--- src/rtl/imgram_rect_fill.sv ---
// Rectangle-fill engine for the imgram frame buffer: writes one solid or outlined
// rectangle per command, one pixel per clock in row-major order, through port A.
module imgram_rect_fill #(
  parameter int H_RES   = 640,
  parameter int V_RES   = 480,
  parameter int ADDR_W  = 19,
  parameter int COLOR_W = 8
) (
  input  logic               clock,
  input  logic               reset_n,
  input  logic               start,
  input  logic [9:0]         rect_x,
  input  logic [8:0]         rect_y,
  input  logic [9:0]         rect_w,
  input  logic [8:0]         rect_h,
  input  logic [COLOR_W-1:0] color,
  input  logic               outline,
  output logic               busy,
  output logic               done,
  output logic [ADDR_W-1:0]  addr_imgmem,
  output logic [COLOR_W-1:0] data_imgmem,
  output logic               wren_imgmem
);

  // state  | meaning
  // IDLE   | waiting for start; command latched on acceptance
  // FILL   | presenting one pixel per cycle, row-major
  // DONE   | one-cycle completion pulse
  typedef enum logic [1:0] {S_IDLE, S_FILL, S_DONE} state_t;

  localparam logic [10:0]       H_LIM  = 11'(H_RES);
  localparam logic [9:0]        V_LIM  = 10'(V_RES);
  localparam logic [ADDR_W-1:0] H_STEP = ADDR_W'(H_RES);

  state_t               state_q, state_d;
  logic [9:0]           x_q, x_d;
  logic [9:0]           w_q, w_d;
  logic [8:0]           h_q, h_d;
  logic [COLOR_W-1:0]   color_q, color_d;
  logic                 outline_q, outline_d;
  logic [9:0]           i_q, i_d;
  logic [8:0]           j_q, j_d;
  logic [10:0]          cx_q, cx_d;
  logic [9:0]           cy_q, cy_d;
  logic [ADDR_W-1:0]    base_q, base_d;
  logic                 busy_q, busy_d;
  logic                 done_q, done_d;
  logic                 wren_q, wren_d;
  logic [ADDR_W-1:0]    addr_q, addr_d;
  logic [COLOR_W-1:0]   data_q, data_d;
  logic                 pix_vld;
  logic                 on_edge;

  always_ff @(posedge clock or negedge reset_n) begin
    if (!reset_n) begin
      state_q   <= S_IDLE;
      x_q       <= '0;
      w_q       <= '0;
      h_q       <= '0;
      color_q   <= '0;
      outline_q <= 1'b0;
      i_q       <= '0;
      j_q       <= '0;
      cx_q      <= '0;
      cy_q      <= '0;
      base_q    <= '0;
      busy_q    <= 1'b0;
      done_q    <= 1'b0;
      wren_q    <= 1'b0;
      addr_q    <= '0;
      data_q    <= '0;
    end else begin
      state_q   <= state_d;
      x_q       <= x_d;
      w_q       <= w_d;
      h_q       <= h_d;
      color_q   <= color_d;
      outline_q <= outline_d;
      i_q       <= i_d;
      j_q       <= j_d;
      cx_q      <= cx_d;
      cy_q      <= cy_d;
      base_q    <= base_d;
      busy_q    <= busy_d;
      done_q    <= done_d;
      wren_q    <= wren_d;
      addr_q    <= addr_d;
      data_q    <= data_d;
    end
  end

  // The _d counters describe the pixel presented in the next cycle, so every
  // port-A output can be registered without adding latency.
  always_comb begin
    state_d   = state_q;
    x_d       = x_q;
    w_d       = w_q;
    h_d       = h_q;
    color_d   = color_q;
    outline_d = outline_q;
    i_d       = i_q;
    j_d       = j_q;
    cx_d      = cx_q;
    cy_d      = cy_q;
    base_d    = base_q;
    pix_vld   = 1'b0;

    case (state_q)
      S_IDLE: begin
        if (start) begin
          x_d       = rect_x;
          w_d       = rect_w;
          h_d       = rect_h;
          color_d   = color;
          outline_d = outline;
          if (rect_w != 10'd0 && rect_h != 9'd0) begin
            state_d = S_FILL;
            i_d     = '0;
            j_d     = '0;
            cx_d    = {1'b0, rect_x};
            cy_d    = {1'b0, rect_y};
            // One constant multiply per command; pixels only add.
            base_d  = ADDR_W'(rect_y) * H_STEP;
            pix_vld = 1'b1;
          end else begin
            state_d = S_DONE;
          end
        end
      end
      S_FILL: begin
        if (i_q == w_q - 10'd1) begin
          if (j_q == h_q - 9'd1) begin
            state_d = S_DONE;
          end else begin
            i_d     = '0;
            j_d     = j_q + 9'd1;
            cx_d    = {1'b0, x_q};
            cy_d    = cy_q + 10'd1;
            base_d  = base_q + H_STEP;
            pix_vld = 1'b1;
          end
        end else begin
          i_d     = i_q + 10'd1;
          cx_d    = cx_q + 11'd1;
          pix_vld = 1'b1;
        end
      end
      S_DONE: begin
        state_d = S_IDLE;
      end
      default: begin
        state_d = S_IDLE;
      end
    endcase

    on_edge = (i_d == 10'd0) || (i_d == w_d - 10'd1) ||
              (j_d == 9'd0)  || (j_d == h_d - 9'd1);
    wren_d  = pix_vld && (cx_d < H_LIM) && (cy_d < V_LIM) && (!outline_d || on_edge);
    addr_d  = wren_d ? (base_d + ADDR_W'(cx_d)) : '0;
    data_d  = wren_d ? color_d : '0;
    busy_d  = (state_d == S_FILL);
    done_d  = (state_d == S_DONE);
  end

  assign busy        = busy_q;
  assign done        = done_q;
  assign wren_imgmem = wren_q;
  assign addr_imgmem = addr_q;
  assign data_imgmem = data_q;

endmodule

--- config.mk ---
export PLATFORM = sky130hd
export DESIGN_NAME = imgram_rect_fill
export DESIGN_NICKNAME = d
export VERILOG_FILES = /design/src/rtl/imgram_rect_fill.sv
export SDC_FILE = /design/constraint.sdc
export NUM_CORES = 1
export LEC_CHECK = 0
export ABC_AREA = 1
export CORE_AREA = 2 2 147 149
export CTS_CLUSTER_SIZE = 16
export DETAILED_ROUTE_END_ITERATION = 12
export DIE_AREA = 0 0 149 151
export SYNTH_ARGS = -nofsm -noshare
export SYNTH_HDL_FRONTEND = slang
export SYNTH_SLANG_ARGS = --single-unit
--- constraint.sdc ---
create_clock -name clock -period 8.1 [get_ports clock]
set_input_delay 2.025 -clock clock [delete_from_list [all_inputs] [get_ports clock]]
set_output_delay 2.025 -clock clock [all_outputs]
set_load 0.05 [all_outputs]
After elaboration in Yosys (flattened, before gate mapping). Cells that the tools add are included.

Add/subtract/negate cells: 10. Equal/unequal tests: 7. Muxes and demuxes: 45. Multipliers: 1. Magnitude comparators: 2. Reductions and logical operators: 15.

Operators by type and width (count): $mux W10 (10); $mux W19 (5); $mux W9 (6); $mux W11 (4); $pmux W10 S2 (2); $pmux W19 S2 (1); $mux W8 (3); $pmux W11 S2 (1); $add A10 B1 Y10 const B (2); $eq A10 B10 Y1 (2); $sub A10 B1 Y10 const B (2); $add A19 B10 Y19 const B (1); $add A19 B11 Y19 (1); $eq A9 B9 Y1 (2); $pmux W9 S2 (1); $sub A9 B1 Y9 const B (2); $mul A9 B3 Y12 const B (1); $add A11 B1 Y11 const B (1); $lt A11 B10 Y1 const B (1); $logic_not A10 Y1 (1); $lt A10 B9 Y1 const B (1); $reduce_bool A10 Y1 (1); $add A9 B1 Y9 const B (1); $logic_not A9 Y1 (1); other kinds (12) (27).

Register bits after elaboration: 129. Output and inout port bits: 30. Bits of input ports: 50.

Logic depth before layout (Yosys ltp). Gate-level depths: netlist (run 1).

Depth in word-level cells: 12. Depth in mapped cells: 29.

Worst setup path before layout (run 1). OpenSTA, ideal clock, no wires.

Kind: input port to flip-flop. From: in rect_w[2]. To: reg addr_q[14] (netlist: addr_imgmem[14]). Arrival: 4.966 ns. Path slack: 3.014 ns. Stages on the path: 22. Library setup time: 0.120 ns. Data required time: 7.980 ns. Path through: nor4_1 > nand3_1 > nand2_1 > inv_1 > nand2_1 > buf_2 > buf_2 > buf_1 > nand2_1 > inv_1 > ha_1 > inv_1 > fa_1 > nand3b_1 > and2_0 > inv_1 > nand3_1 > nand2_1 > nand2_1 > nand2_1 > xor2_1 > nor2_2.

RTL lines: start, declared (line 14) `input logic [9:0] rect_w,`; $reduce_bool A10 Y1 (line 116) `if (rect_w != 10'd0 && rect_h != 9'd0) begin`; $logic_and A1 B1 Y1 (line 116); $mux W19 (line 116); $mux W19 (line 110) `if (start) begin`; $pmux W19 S2 (line 108) `case (state_q)`; named net base_d[0] (line 45) `logic [ADDR_W-1:0] base_q, base_d;`; $add A19 B11 Y19 (line 159) `addr_d = wren_d ? (base_d + ADDR_W'(cx_d)) : '0;`; $mux W19 (line 159); named net addr_d[14] (line 49) `logic [ADDR_W-1:0] addr_q, addr_d;`; end signal, assigned (line 87) `addr_q <= addr_d;`; end, declared (line 49).

The timed path passes the listed nets, and every way through them passes these cells. A chain may end at the register's enable or synchronous reset.

Worst setup path after layout (run 1).
From: in start. To: reg addr_q[14] (netlist: addr_imgmem[14]).

RTL lines: start, declared (line 11) `input logic start,`; $mux W19 (line 110); $pmux W19 S2 (line 108); named net base_d[7] (line 45); $add A19 B11 Y19 (line 159); $mux W19 (line 159); named net addr_d[14] (line 49).

The timed path passes the listed nets, and every way through them passes these cells.

==> results of run 1 <==
-- sequential cells by signal, summed over array words and instances (netlist names) --
| name | flops |
|---|---|
| data_imgmem | 8 |
| done | 1 |
| w_q | 10 |
| j_q | 9 |
| outline_q | 1 |
| state_q | 2 |
| color_q | 8 |
| base_q | 19 |
| i_q | 10 |
| cx_q | 11 |
| addr_imgmem | 19 |
| h_q | 9 |
| busy | 1 |
| x_q | 10 |
| cy_q | 10 |
| wren_imgmem | 1 |
-- kinds of logic (layout without fill, tap and decap cells) --
kind of cell / after synthesis / in the layout / synth area share, %
AOI/OAI and AO/OA: 155 / 155 / 10.02
and+or+nand+nor: 723 / 723 / 35.01
DFF: 129 / 129 / 34.99
adders and majority gates: 36 / 36 / 5.045
xor gates and xnor gates: 53 / 53 / 5.113
buffers and inverters: 225 / 314 / 9.818
other: 0 / 1 / 0
-- metal layers --
metal / global-route usage, % / wire [microns]
met2: 39.98 / 12100
met3: 3.976 / 1247
met1: 32.41 / 12180
met4: 6.286 / 389
met5: 0 / 0
-- through the flow --
step / util (%) / cell area, sq um / hold slack [ns] / power (mW)
after CTS: 51.98 / 10820 / 0.4720 / 3.618
final: 51.99 / 10830 / 0.4694 / 3.607
after floorplan: - / 9226 / 0.4339 / 2.365
after detailed placement: 49.18 / 10240 / 0.4545 / 2.832
after global placement: 49.18 / 10240 / 0.4507 / 2.831
after global routing: 51.98 / 10820 / 0.5041 / 3.910
-- cell usage after synthesis (6+ instances only) --
cell type,count
o21ai_0,47
buf_2,13
or2_2,12
clkbuf_1,7
nor4_1,9
inv_1,175
dfrtp_1,129
nand4_1,18
nand3_1,117
nand2_1,378
ha_1,34
xor2_1,40
nor3_1,15
o21ai_1,12
a21oi_1,40
a22oi_1,11
nor2_1,113
nor2_2,29
inv_2,20
xnor2_1,12
o211ai_1,7
o21a_1,6
o22ai_1,8
nand3b_1,9
-- worst paths after layout --
kind / start / endpoint / slack [ns]
worst max-delay path: start / addr_imgmem[14] / 2.45
worst min-delay path: base_q[0] / base_q[0] / 0.47
worst max register to register: w_q[0] / addr_imgmem[14] / 3.43
worst min register to register: base_q[0] / base_q[0] / 0.47
max in group asynchronous: reset_n / cx_q[8] / 5.20
min in group asynchronous: reset_n / base_q[13] / 1.55
-- power by group through the flow --
stage	Combinational, mW	Sequential, mW	Clock, mW
after global placement	1.78	1.06	0
after global routing	2.02	1.08	0.809
after CTS	1.79	1.05	0.779
after floorplan	1.18	1.18	0
after detailed placement	1.78	1.05	0
final	1.79	1.05	0.768
-- area by class of cell --
type                            instances  area share, %
Sequential cell                       129          29.82
Clock buffer                           17          3.930
Clock inverter                         15          1.445
Tap cell                              275          3.178
Antenna cell                            1        0.02312
Inverter                              197          6.831
Timing Repair Buffer                   85          7.732
Multi-Input combinational cell        967          47.04
-- placed cells by master (no fill, tap or decap), types with 11 or more instances in the layout --
cell type / instances
o21ai_0: 47
clkdlybuf4s50_1: 78
nor3_1: 15
or2_2: 12
a21oi_1: 40
o21ai_1: 12
nand4_1: 18
inv_1: 175
xor2_1: 40
a22oi_1: 11
nor2_2: 29
ha_1: 34
nand3_1: 117
nor2_1: 113
inv_2: 20
nand2_1: 378
dfrtp_1: 129
xnor2_1: 12
clkbuf_16: 17
-- critical path, cell delays in order --
cell and delay [ns]:
clkdlybuf4s50_1 0.46, nand2_4 0.48, inv_1 0.31, buf_4 0.27, nand2_1 0.18, buf_4 0.35, nand2_1 0.23, inv_1 0.19
a21oi_1 0.12, ha_1 0.37, nand2_1 0.11, nor2_1 0.16, inv_1 0.06, nor3_1 0.17, nand2_1 0.07, nand2_1 0.12
xor2_1 0.18, nor2_2 0.05
==> run_results.csv, run 1 <==
group,metric,value,unit
logic_synthesis,postSynthCellCount,1321,
global_route,antenna_found_initial,1,
sta,fmax,177.0,MHz
setup_path,cp_max_fo,60,
clock_network,post_cts_buffers,0,
finish,areaGrowthSynthToFinish,17.33,%
route,remaining_drc_errors,0,
power_and_ir_drop,pwr-share-seq,29.1,%
clock_network,cts_resized,0,
clock_network,clk_path_buf_depth,2,
finish,ff_latch_area,3228,sq um
global_route,grt_first_pass_wirelength,42190,microns
sta,min_period,5.651,ns
sta,fin_crit_sh,69.76,%
status,status,"completed",
logic_synthesis,ys_async_sr_fraction,100.0,%
power_and_ir_drop,pwr-share-clk,21.3,%
setup_path,worst_r2r_path_depth,27,
route,vias,8641,
sta,hold_violations,0,
setup_path,critical_path_required,8.41,ns
route,dr.first_iter.drc_count,603,
clock_network,cts_hold_buf,0,
sta,drv_slew,0,
floorplanning,fp-row-count,53,
setup_path,worstPathArrival,5.96,ns
finish,n_fill_cell,2060,
setup_path,startpoint_type,"input pin",
clock_network,cts_tree,"yes",
logic_synthesis,ys_seq_area_share,34.99,%
clock_network,clk-insertion-delay-late,0.43,ns
clock_network,clock-sinks,129,
power_and_ir_drop,power_frac_comb,49.6,%
finish,fin_cells,1686,
route,totalWireLength,25930,microns
logic_synthesis,syn-num-nets,1407,
logic_synthesis,synth_top_area_share,34.99,%
placement,pre_cts_ws,2.007,ns
sta,slew_headroom,37.72,%
setup_path,endpoint_kind,"flip-flop",
flow_run,maxCapViolCount,0,
finish,multiInputGateArea,5092,sq um
logic_synthesis,netlist_area,9226,sq um
placement,port_buffers,79,
clock_network,ctsRootBufferMaster,"clkbuf_16",
logic_synthesis,syn_area_per_cell,6.984,sq um
route,vias_per_cell,5.125,
clock_network,cts_buffers,17,
logic_synthesis,synth_edf_count,0,
floorplanning,coreArea,20820,sq um
clock_network,clk_pin_slew_worst_paths,0.07,ns
placement,dp_hpwl,19150,microns
route,ant_nets,0,
power_and_ir_drop,power_density,333.2,nW/um^2
sta,tns,0,ns
power_and_ir_drop,vdd_drop_max,0.2023,mV
min_path,min_path_cells,2,
logic_synthesis,synth_top_cell_by_area,"dfrtp_1",
power_and_ir_drop,p_int,1.887,mW
floorplanning,initial_core_util,44.31,%
global_route,groute.usage.overall,23.94,%
setup_path,critPathKind,"input pin to flip-flop",
clock_network,htree_num_levels,4,
logic_synthesis,ys_ff_latch,129,
floorplanning,die_x,149,microns
route,first_pass_iters,5,
min_path,holdCritPathClass,"flip-flop to flip-flop",
logic_synthesis,synth.distinct_cells,52,
sta,finClkSkew,0.01364,ns
global_route,grt_remaining_overflow,0,
sta,rsz0062_at_grt,"false",
global_route,grt_pass1_vias,8427,
placement,place_congestion,0.8360,
floorplanning,ios,80,
power_and_ir_drop,switching_power,1.719,mW
finish,drive_gt1_share,8.865,%
route,post_drt_wl_per_cell,15.38,microns
sta,setup_violations,0,
placement,placedCellCount,1653,
sta,finalWorstSetupSlack,2.449,ns
power_and_ir_drop,swShare,47.67,%
floorplanning,die_area,22500,sq um
floorplanning,die_h,151,microns
sta,worst_pin_slew,0.9320,ns
logic_synthesis,yosysWarnings,0,
logic_synthesis,ys.flop_type,"dfrtp_1",
power_and_ir_drop,p_leak,5.490,nW
global_route,grt_max_degree,72,
logic_synthesis,synthTopCellsByArea,"dfrtp_1 35%, nand2_1 15%, inv_1 7.1%",
finish,final_net_count,1483,
(Power assumes the default switching activity.)
==> inputs of run 2 (changes only) <==
- clock period: 8.1 -> 5.4 ns (I/O delays scaled with it)
==> run 2 against run 1 <==
- clock skew down 0.0046 ns
- first-iteration DRC count shrank 4.6%
- register-to-register slack lost 2.4 ns
- final cell count increased by 0.59%
- core utilization up 0.47 points
- wire length rose by 0.35%
- die area unchanged
- sequential power up 49%
- sequential share of layout area shrank 0.27 points
==> run_results.csv, run 2 (synthesis results as in run 1) <==
group,metric,value,unit
status,status,"completed",
clock_network,cts_buffers,17,
setup_path,endpoint_kind,"flip-flop",
floorplanning,ios,80,
clock_network,cts_hold_buf,0,
clock_network,post_cts_buffers,0,
route,vias,8744,
route,post_drt_wl_per_cell,15.34,microns
clock_network,clk_path_buf_depth,2,
placement,dp_hpwl,19590,microns
power_and_ir_drop,finalPower,5.439,mW
finish,ff_latch_area,3228,sq um
sta,hold_ws,0.4692,ns
route,ant_nets,0,
finish,diodes,0,
floorplanning,fp-row-count,53,
finish,drive_gt1_share,9.571,%
finish,final_net_count,1494,
setup_path,worstPathCellList,"clkdlybuf4s50_1 -> nor4_1 -> nand3_1 -> nand2_1 -> inv_1 -> nand2_1 -> buf_4 -> nand2_1 -> inv_1 -> ha_1 -> inv_1 -> fa_1 -> nand3b_1 -> and2_0 -> inv_1 -> nand3_1 -> nand2_1 -> nand2_1 -> nand2_1 -> xor2_1 -> nor2_2",
setup_path,cpMostUsedCell,"nand2_1",
finish,fin_util,52.46,%
sta,finalWorstSetupSlack,0.7528,ns
clock_network,clk_pin_slew_worst_paths,0.07,ns
setup_path,cp_max_fo,11,
floorplanning,die_h,151,microns
route,totalWireLength,26020,microns
setup_path,worstPathArrival,4.95,ns
global_route,groute.usage.overall,24.51,%
sta,rsz0062_at_grt,"false",
clock_network,cts_resized,0,
finish,final_area,10920,sq um
power_and_ir_drop,p_leak,5.549,nW
finish,most-common-layout-cells,"378 x nand2_1, 175 x inv_1, 129 x dfrtp_1",
setup_path,critPathKind,"input pin to flip-flop",
sta,setup_violations,0,
placement,port_buffers,79,
placement,placed_cell_area,10340,sq um
route,remaining_drc_errors,0,
setup_path,startpoint_type,"input pin",
global_route,grt_pass1_vias,8869,
floorplanning,die_area,22500,sq um
power_and_ir_drop,vdd_drop_max,0.3031,mV
clock_network,cts_tree,"yes",
flow_run,maxCapViolCount,0,
floorplanning,initial_core_util,44.31,%
global_route,grt_max_degree,91,
clock_network,clock-sinks,129,
route,vias_per_cell,5.156,
setup_path,r2r_slack,1.01,ns
setup_path,max_stage_delay,0.53,ns
global_route,grt_first_pass_wirelength,43610,microns
sta,hold_violations,0,
setup_path,cpMaxStageDelayCell,"nor4_1",
placement,placedCellCount,1664,
route,first_pass_iters,8,
clock_network,htree_num_levels,4,
placement,place_congestion,0.9383,
global_route,grt_remaining_overflow,0,
sta,finClkSkew,0.009012,ns
setup_path,reg2reg_to,"addr_imgmem[14]",
sta,slew_headroom,39.90,%
sta,tns,0,ns
sta,fin_crit_sh,86.06,%
clock_network,clk-insertion-delay-late,0.44,ns
power_and_ir_drop,power_density,497.9,nW/um^2
min_path,hold-path-endpoint,"base_q[2]",
finish,layout_commonest_cell,"nand2_1",
clock_network,ctsRootBufferMaster,"clkbuf_16",
floorplanning,die_x,149,microns
min_path,min_path_cells,2,
placement,pre_cts_ws,0.3197,ns
finish,n_fill_cell,2095,
route,dr.first_iter.drc_count,575,
finish,multiInputGateArea,5092,sq um
setup_path,critical_path_required,5.70,ns
sta,drv_slew,0,
setup_path,r2r-start,"w_q[0]",
sta,worst_pin_slew,0.9015,ns
min_path,min_from,"base_q[2]",
min_path,holdCritPathClass,"flip-flop to flip-flop",
finish,fin_cells,1696,
floorplanning,coreArea,20820,sq um
sta,min_period,4.647,ns
global_route,antenna_found_initial,0,
sta,fmax,215.2,MHz
setup_path,worst_r2r_path_depth,27,
finish,areaGrowthSynthToFinish,18.40,%
run 2: metal layers:
layer	vias up	routed length (microns)	track usage (%)
met3	52	1098	3.765
met4	0	762	9.190
met2	206	11920	40.62
li1	4418	-	-
met5	-	0	0
met1	4068	12240	32.53
run 2: power breakdown:
group	switching, mW	internal, mW
Clock	0.518	0.658
Sequential	0.265	1.29
Combinational	1.78	0.926
Total	2.56	2.88
run 2: layout make-up:
class,count,area share (%)
multi-input cells,967,46.62
flip-flops and latches,129,29.55
repair buffers,96,8.533
inverters,197,6.769
clock buffers,17,3.894
well taps,275,3.150
clock inverters,15,1.489
run 2: critical path: cells and delay by family:
family	cells	cell delay, ns
adders and majority gates	2	0.56
buffers and inverters	6	0.95
xor gates and xnor gates	1	0.18
and+or+nand+nor	12	1.89
run 2: worst max path at each step:
stage,startpoint,to,depth (start not counted)
2_1_floorplan,rect_w[2],addr_imgmem[14],22
3_3_place_gp,rect_h[3],addr_imgmem[14],21
3_5_place_dp,rect_h[3],addr_imgmem[14],21
4_1_cts,rect_h[3],addr_imgmem[14],21
5_1_grt,rect_h[3],addr_imgmem[11],17
6_report,rect_h[3],addr_imgmem[14],21
